==> config.mk <==
export PLATFORM = sky130hd
export DESIGN_NAME = cmd_rr_sched
export DESIGN_NICKNAME = d
export VERILOG_FILES = /design/src/rtl/cmd_sched_pkg.sv /design/src/rtl/lat_pipe.sv /design/src/rtl/cmd_rr_sched.sv
export SDC_FILE = /design/constraint.sdc
export NUM_CORES = 1
export LEC_CHECK = 0
export BUFFER_PORTS_ARGS = -buffer_cell sky130_fd_sc_hd__buf_2
export CAP_MARGIN = 20
export CORE_MARGIN = 10
export CORE_UTILIZATION = 52
export CTS_CLUSTER_DIAMETER = 150
export CTS_CLUSTER_SIZE = 30
export DETAILED_ROUTE_END_ITERATION = 10
export PLACE_DENSITY = 0.83
export SLEW_MARGIN = 0
export SYNTH_ARGS = -nofsm -noshare
export SYNTH_HDL_FRONTEND = slang
export SYNTH_SLANG_ARGS = --single-unit
==> constraint.sdc <==
create_clock -name clk -period 3 [get_ports clk]
set_input_delay 0 -clock clk [delete_from_list [all_inputs] [get_ports clk]]
set_output_delay 0 -clock clk [all_outputs]
set_load 0.005 [all_outputs]
==> src/rtl/cmd_sched_pkg.sv <==
// Shared types, defaults and helpers for the round-robin command scheduler.
package cmd_sched_pkg;

  typedef enum logic {
    IDLE = 1'b0,
    GAP  = 1'b1
  } state_e;

  localparam int unsigned TCCD_DEF = 4;
  localparam int unsigned CL_DEF   = 3;
  localparam int unsigned GAP_W    = 4;

  // Requester index width; never narrower than one bit.
  function automatic int unsigned src_w_f(input int unsigned n);
    return (n <= 2) ? 1 : $clog2(n);
  endfunction

endpackage

==> src/rtl/lat_pipe.sv <==
// Resettable fixed-latency delay line; every stage is visible for occupancy checks.
module lat_pipe #(
  parameter int unsigned DEPTH = 3,
  parameter int unsigned WIDTH = 3
) (
  input  logic                        clk,
  input  logic                        rst,
  input  logic [WIDTH-1:0]            i_din,
  output logic [WIDTH-1:0]            o_dout,
  output logic [DEPTH-1:0][WIDTH-1:0] o_stages
);

  logic [DEPTH-1:0][WIDTH-1:0] r_stage;

  // Shift one stage per cycle, no stall.
  always_ff @(posedge clk or posedge rst) begin
    if (rst) begin
      r_stage <= '0;
    end else begin
      r_stage[0] <= i_din;
      for (int i = 1; i < DEPTH; i++) begin
        r_stage[i] <= r_stage[i-1];
      end
    end
  end

  assign o_dout   = r_stage[DEPTH-1];
  assign o_stages = r_stage;

endmodule

==> src/rtl/cmd_rr_sched.sv <==
// Round-robin command scheduler with tCCD spacing and a CL-deep data-return tracker.
module cmd_rr_sched
  import cmd_sched_pkg::*;
#(
  parameter int unsigned NREQ  = 4,
  parameter int unsigned CMD_W = 5,
  parameter int unsigned TCCD  = TCCD_DEF,
  parameter int unsigned CL    = CL_DEF,
  parameter int unsigned SRC_W = src_w_f(NREQ)
) (
  input  logic                    clk,
  input  logic                    rst,
  input  logic [NREQ-1:0]         req_valid,
  input  logic [NREQ*CMD_W-1:0]   req_cmd,
  output logic [NREQ-1:0]         req_ready,
  output logic                    cmd_valid,
  output logic [CMD_W-1:0]        cmd_out,
  output logic [SRC_W-1:0]        cmd_src,
  output logic                    rdata_en,
  output logic [SRC_W-1:0]        rdata_src,
  output logic                    busy
);

  localparam int unsigned     PIPE_W   = 1 + SRC_W;
  localparam logic [GAP_W-1:0] GAP_LOAD = GAP_W'(TCCD - 1);

  state_e                      r_state;
  state_e                      w_state_nxt;
  logic [GAP_W-1:0]            r_gap;
  logic [GAP_W-1:0]            w_gap_nxt;
  logic [SRC_W-1:0]            r_ptr;
  logic [SRC_W-1:0]            w_idx;
  logic                        w_grant;
  logic                        w_fire;
  logic [SRC_W-1:0]            w_win;
  logic [CMD_W-1:0]            w_win_cmd;
  logic                        r_cmd_valid;
  logic [CMD_W-1:0]            r_cmd_out;
  logic [SRC_W-1:0]            r_cmd_src;
  logic [PIPE_W-1:0]           w_pipe_din;
  logic [PIPE_W-1:0]           w_pipe_dout;
  logic [CL-1:0][PIPE_W-1:0]   w_pipe_stages;
  logic                        w_pipe_any;

  // Round-robin search: first valid requester at or after the pointer.
  always_comb begin
    w_grant = 1'b0;
    w_win   = '0;
    w_idx   = '0;
    for (int k = 0; k < NREQ; k++) begin
      w_idx = r_ptr + SRC_W'(k);
      if (!w_grant && req_valid[w_idx]) begin
        w_grant = 1'b1;
        w_win   = w_idx;
      end
    end
  end

  assign w_fire    = (r_state == IDLE) && w_grant;
  assign w_win_cmd = req_cmd[w_win*CMD_W +: CMD_W];

  // Next-state and grant decode; no grant while in reset or during the gap.
  always_comb begin
    w_state_nxt = r_state;
    w_gap_nxt   = r_gap;
    req_ready   = '0;
    case (r_state)
      IDLE: begin
        if (w_grant && !rst) begin
          req_ready[w_win] = 1'b1;
          w_gap_nxt        = GAP_LOAD;
          w_state_nxt      = (TCCD > 1) ? GAP : IDLE;
        end
      end
      GAP: begin
        w_gap_nxt = r_gap - GAP_W'(1);
        if (r_gap == GAP_W'(1)) begin
          w_state_nxt = IDLE;
        end
      end
      default: w_state_nxt = IDLE;
    endcase
  end

  // FSM, gap counter and priority pointer.
  always_ff @(posedge clk or posedge rst) begin
    if (rst) begin
      r_state <= IDLE;
      r_gap   <= '0;
      r_ptr   <= '0;
    end else begin
      r_state <= w_state_nxt;
      r_gap   <= w_gap_nxt;
      if (w_fire) begin
        r_ptr <= w_win + SRC_W'(1);
      end
    end
  end

  // Issued-command register; command and source hold between issues.
  always_ff @(posedge clk or posedge rst) begin
    if (rst) begin
      r_cmd_valid <= 1'b0;
      r_cmd_out   <= '0;
      r_cmd_src   <= '0;
    end else begin
      r_cmd_valid <= w_fire;
      if (w_fire) begin
        r_cmd_out <= w_win_cmd;
        r_cmd_src <= w_win;
      end
    end
  end

  // Source is zeroed for empty slots so rdata_src reads 0 when idle.
  assign w_pipe_din = {r_cmd_valid, r_cmd_valid ? r_cmd_src : SRC_W'(0)};

  lat_pipe #(
    .DEPTH (CL),
    .WIDTH (PIPE_W)
  ) u_lat_pipe (
    .clk      (clk),
    .rst      (rst),
    .i_din    (w_pipe_din),
    .o_dout   (w_pipe_dout),
    .o_stages (w_pipe_stages)
  );

  // Any command still travelling toward its data-return slot.
  always_comb begin
    w_pipe_any = 1'b0;
    for (int i = 0; i < CL; i++) begin
      w_pipe_any = w_pipe_any | w_pipe_stages[i][PIPE_W-1];
    end
  end

  assign cmd_valid = r_cmd_valid;
  assign cmd_out   = r_cmd_out;
  assign cmd_src   = r_cmd_src;
  assign rdata_en  = w_pipe_dout[PIPE_W-1];
  assign rdata_src = w_pipe_dout[SRC_W-1:0];
  assign busy      = (r_gap != '0) || w_pipe_any;

endmodule

==> results.ini <==
[setup_path]
rr_startpoint=r_ptr[1]
crit_type=reg2out
cp_cell_sequence=mux2_2 > and2_1 > nor2_1 > and4_1 > buf_2
critPathSlowestCell=dfrtp_1
r2r_cells=5
worstSetupEndpoint=req_ready[1]
cp_top_family=simple AND/OR/NAND/NOR gates
slowest_delay_ps=520
rr_endpoint=cmd_out[4]
required_ps=3000
ff2ff_setup_slack_ps=1190
cp.depth=5
critPathBufInv=1
crit_fanout=7
critPathArrivalTime_ps=1990
end_kind=output pin
critPathLaunch=r_ptr[1]
start_kind=register

[clocking]
cts_max_level=1
ctsHoldBuffers=1
path_clk_slew_ps=130
cts_sinks=24
postCtsResizedCells=0
cts_tree=done
clock_path_buffers=2
cts_made_buffers=3
root_buffer=clkbuf_4
insertion_delay_ps=310
post_cts.repair.setup_buffers=0

[global_route]
grt_pass1_vias=1108
grt_max_degree=25
grt_pass1_wl_um=4700
track_usage_pct=13.0
grt_remaining_overflow=0
grt_antenna_before_repair=0

[yosys]
synthCells=107
syn_avg_cell_area_um2=11.2
ys_seq_elements=24
yosys_warnings=0
synth_cell_type_count=33
yosys-top-cells-area=dfrtp_1, mux2_4, o221a_1
async_flop_share_pct=100
synth-seq-area-share_pct=50.1
syn_area_um2=1200
synth_top_area_cell=dfrtp_1
synth_flop_cell=dfrtp_1
synth_edf_count=0
synth.most_common_cell=dfrtp_1
syn-num-nets=135
synthTopCellsByCount=dfrtp_1, nand3_1, nor2_1
synth_top_area_share_pct=50.1

[detailed_routing]
viasPerCell=5.65
routed_wl_um=2890
wire_per_inst_um=16.2
drcViolationCount=0
drt_iter0_markers=22
antenna_left=0
dr.pass1.iters=4
vias=1006

[timing]
tightest_slew_ps=446
holdWs_ps=76.7
fin_crit_ps=1990
drv_slew=0
rsz0062_at_grt=false
finalHoldViolations=0
setup_tns_ps=0
max_slew_margin_pct=70.3
finalCritPeriodShare_pct=66.3
fmax_mhz=503
fin_skew_ps=3.92
setup_viol=0

[placed_design]
portBuffers=41
dpl.hpwl_um=2330
dp_cells=173
place_area_um2=1420
place.gp.congestion=0.815

[worst_hold_path]
hp-start=req_cmd[18]
min_path_type=in2reg

[floorplanning]
die_w_um=68.0
rows=17
core_area_um2=2210
die_h_um=68.0
die-area_um2=4630
num_io_pins=42
start_util_pct=54.2

[layout]
drive_above_1_share_pct=40.0
nets=179
diodes=0
final_core_util_pct=67.0
fin_cells=178
final_cell_area_um2=1480
area_growth_pct=23.6

[run]
maxCapViolCount=0

[power]
power_leakage_nw=0.731
powerDensity_nw_per_um2=887
ir_drop_mv=0.433

[run_status]
run_status=finished clean

worst min-delay path: stages:
cell and delay, ps:
buf_2 100, nand3_1 50, nand3_1 90, o221a_1 130
cell type report:
class,instances,area [um2]
multi-input combinational,74,552
clock buffer,3,22.5
inverter,5,18.8
timing repair buffer,43,223
sequential,24,601
fill,178,731
clock inverter,1,30.0
tap,28,35.0
how the worst min path moves through the flow:
| stage | to | slack, ps | depth (start not counted) |
|---|---|---|---|
| global placement | cmd_out[3] | 150 | 3 |
| floorplan | cmd_out[0] | 30 | 1 |
| global route | cmd_out[3] | 60 | 4 |
| CTS | cmd_out[3] | 70 | 4 |
| finish | cmd_out[3] | 80 | 4 |
| detailed placement | cmd_out[4] | 150 | 3 |
report_power, final:
group / internal [mW] / switching (mW) / total [mW]
clock: 0.135 / 0.0949 / 0.230
combinational: 0.257 / 0.277 / 0.533
sequential: 0.451 / 0.100 / 0.551
total: 0.843 / 0.472 / 1.31
cells by family (layout without fill, tap and decap cells):
family                     Yosys count  in the layout  synth area share, %
muxes                                6              6                 7.20
DFF                                 24             24                 50.1
AOI/OAI and AO/OA                   30             30                 20.3
adders and majority gates            2              2                 2.09
buffers and inverters                9             52                 3.86
xor gates and xnor gates             1              1                0.731
and+or+nand+nor                     35             35                 15.8
sequential cells by signal, indices dropped and copies added (netlist names):
name and cells:
cmd_out 5, cmd_src 2, cmd_valid 1, r_gap 4
r_ptr 2, r_state 1, u_lat_pipe.o_dout 3, u_lat_pipe.o_stages 6
per-stage QoR:
step	worst slack, ps	total power, mW
finish	1010	1.31
global route	877	1.41
CTS	1030	1.32
detailed placement	1230	1.10
global placement	1300	1.06
floorplan	1350	0.924
layer usage:
metal | GRT usage (%) | wire, um | up-vias
met5 | 0 | 0 | -
met4 | 6.03 | 65 | 0
li1 | - | - | 484
met1 | 14.2 | 1230 | 463
met3 | 5.38 | 254 | 8
met2 | 21.5 | 1340 | 51
layout by cell type, fill, tap and decap left out, types with 2 or more instances in the layout:
master | Yosys | final
mux2_4 | 5 | 5
and2_1 | 3 | 3
and4_1 | 2 | 2
nand3_1 | 11 | 11
nand2_1 | 5 | 5
dfrtp_1 | 24 | 24
inv_1 | 3 | 3
o21ai_1 | 4 | 4
o221a_1 | 5 | 5
clkbuf_4 | 0 | 3
nor2_1 | 6 | 6
nor4_1 | 4 | 4
inv_2 | 2 | 2
a21oi_1 | 5 | 5
buf_2 | 1 | 41
o211ai_1 | 2 | 2
o21ai_0 | 5 | 5
ha_1 | 2 | 2
No activity file was read; power rests on OpenSTA's default activity.
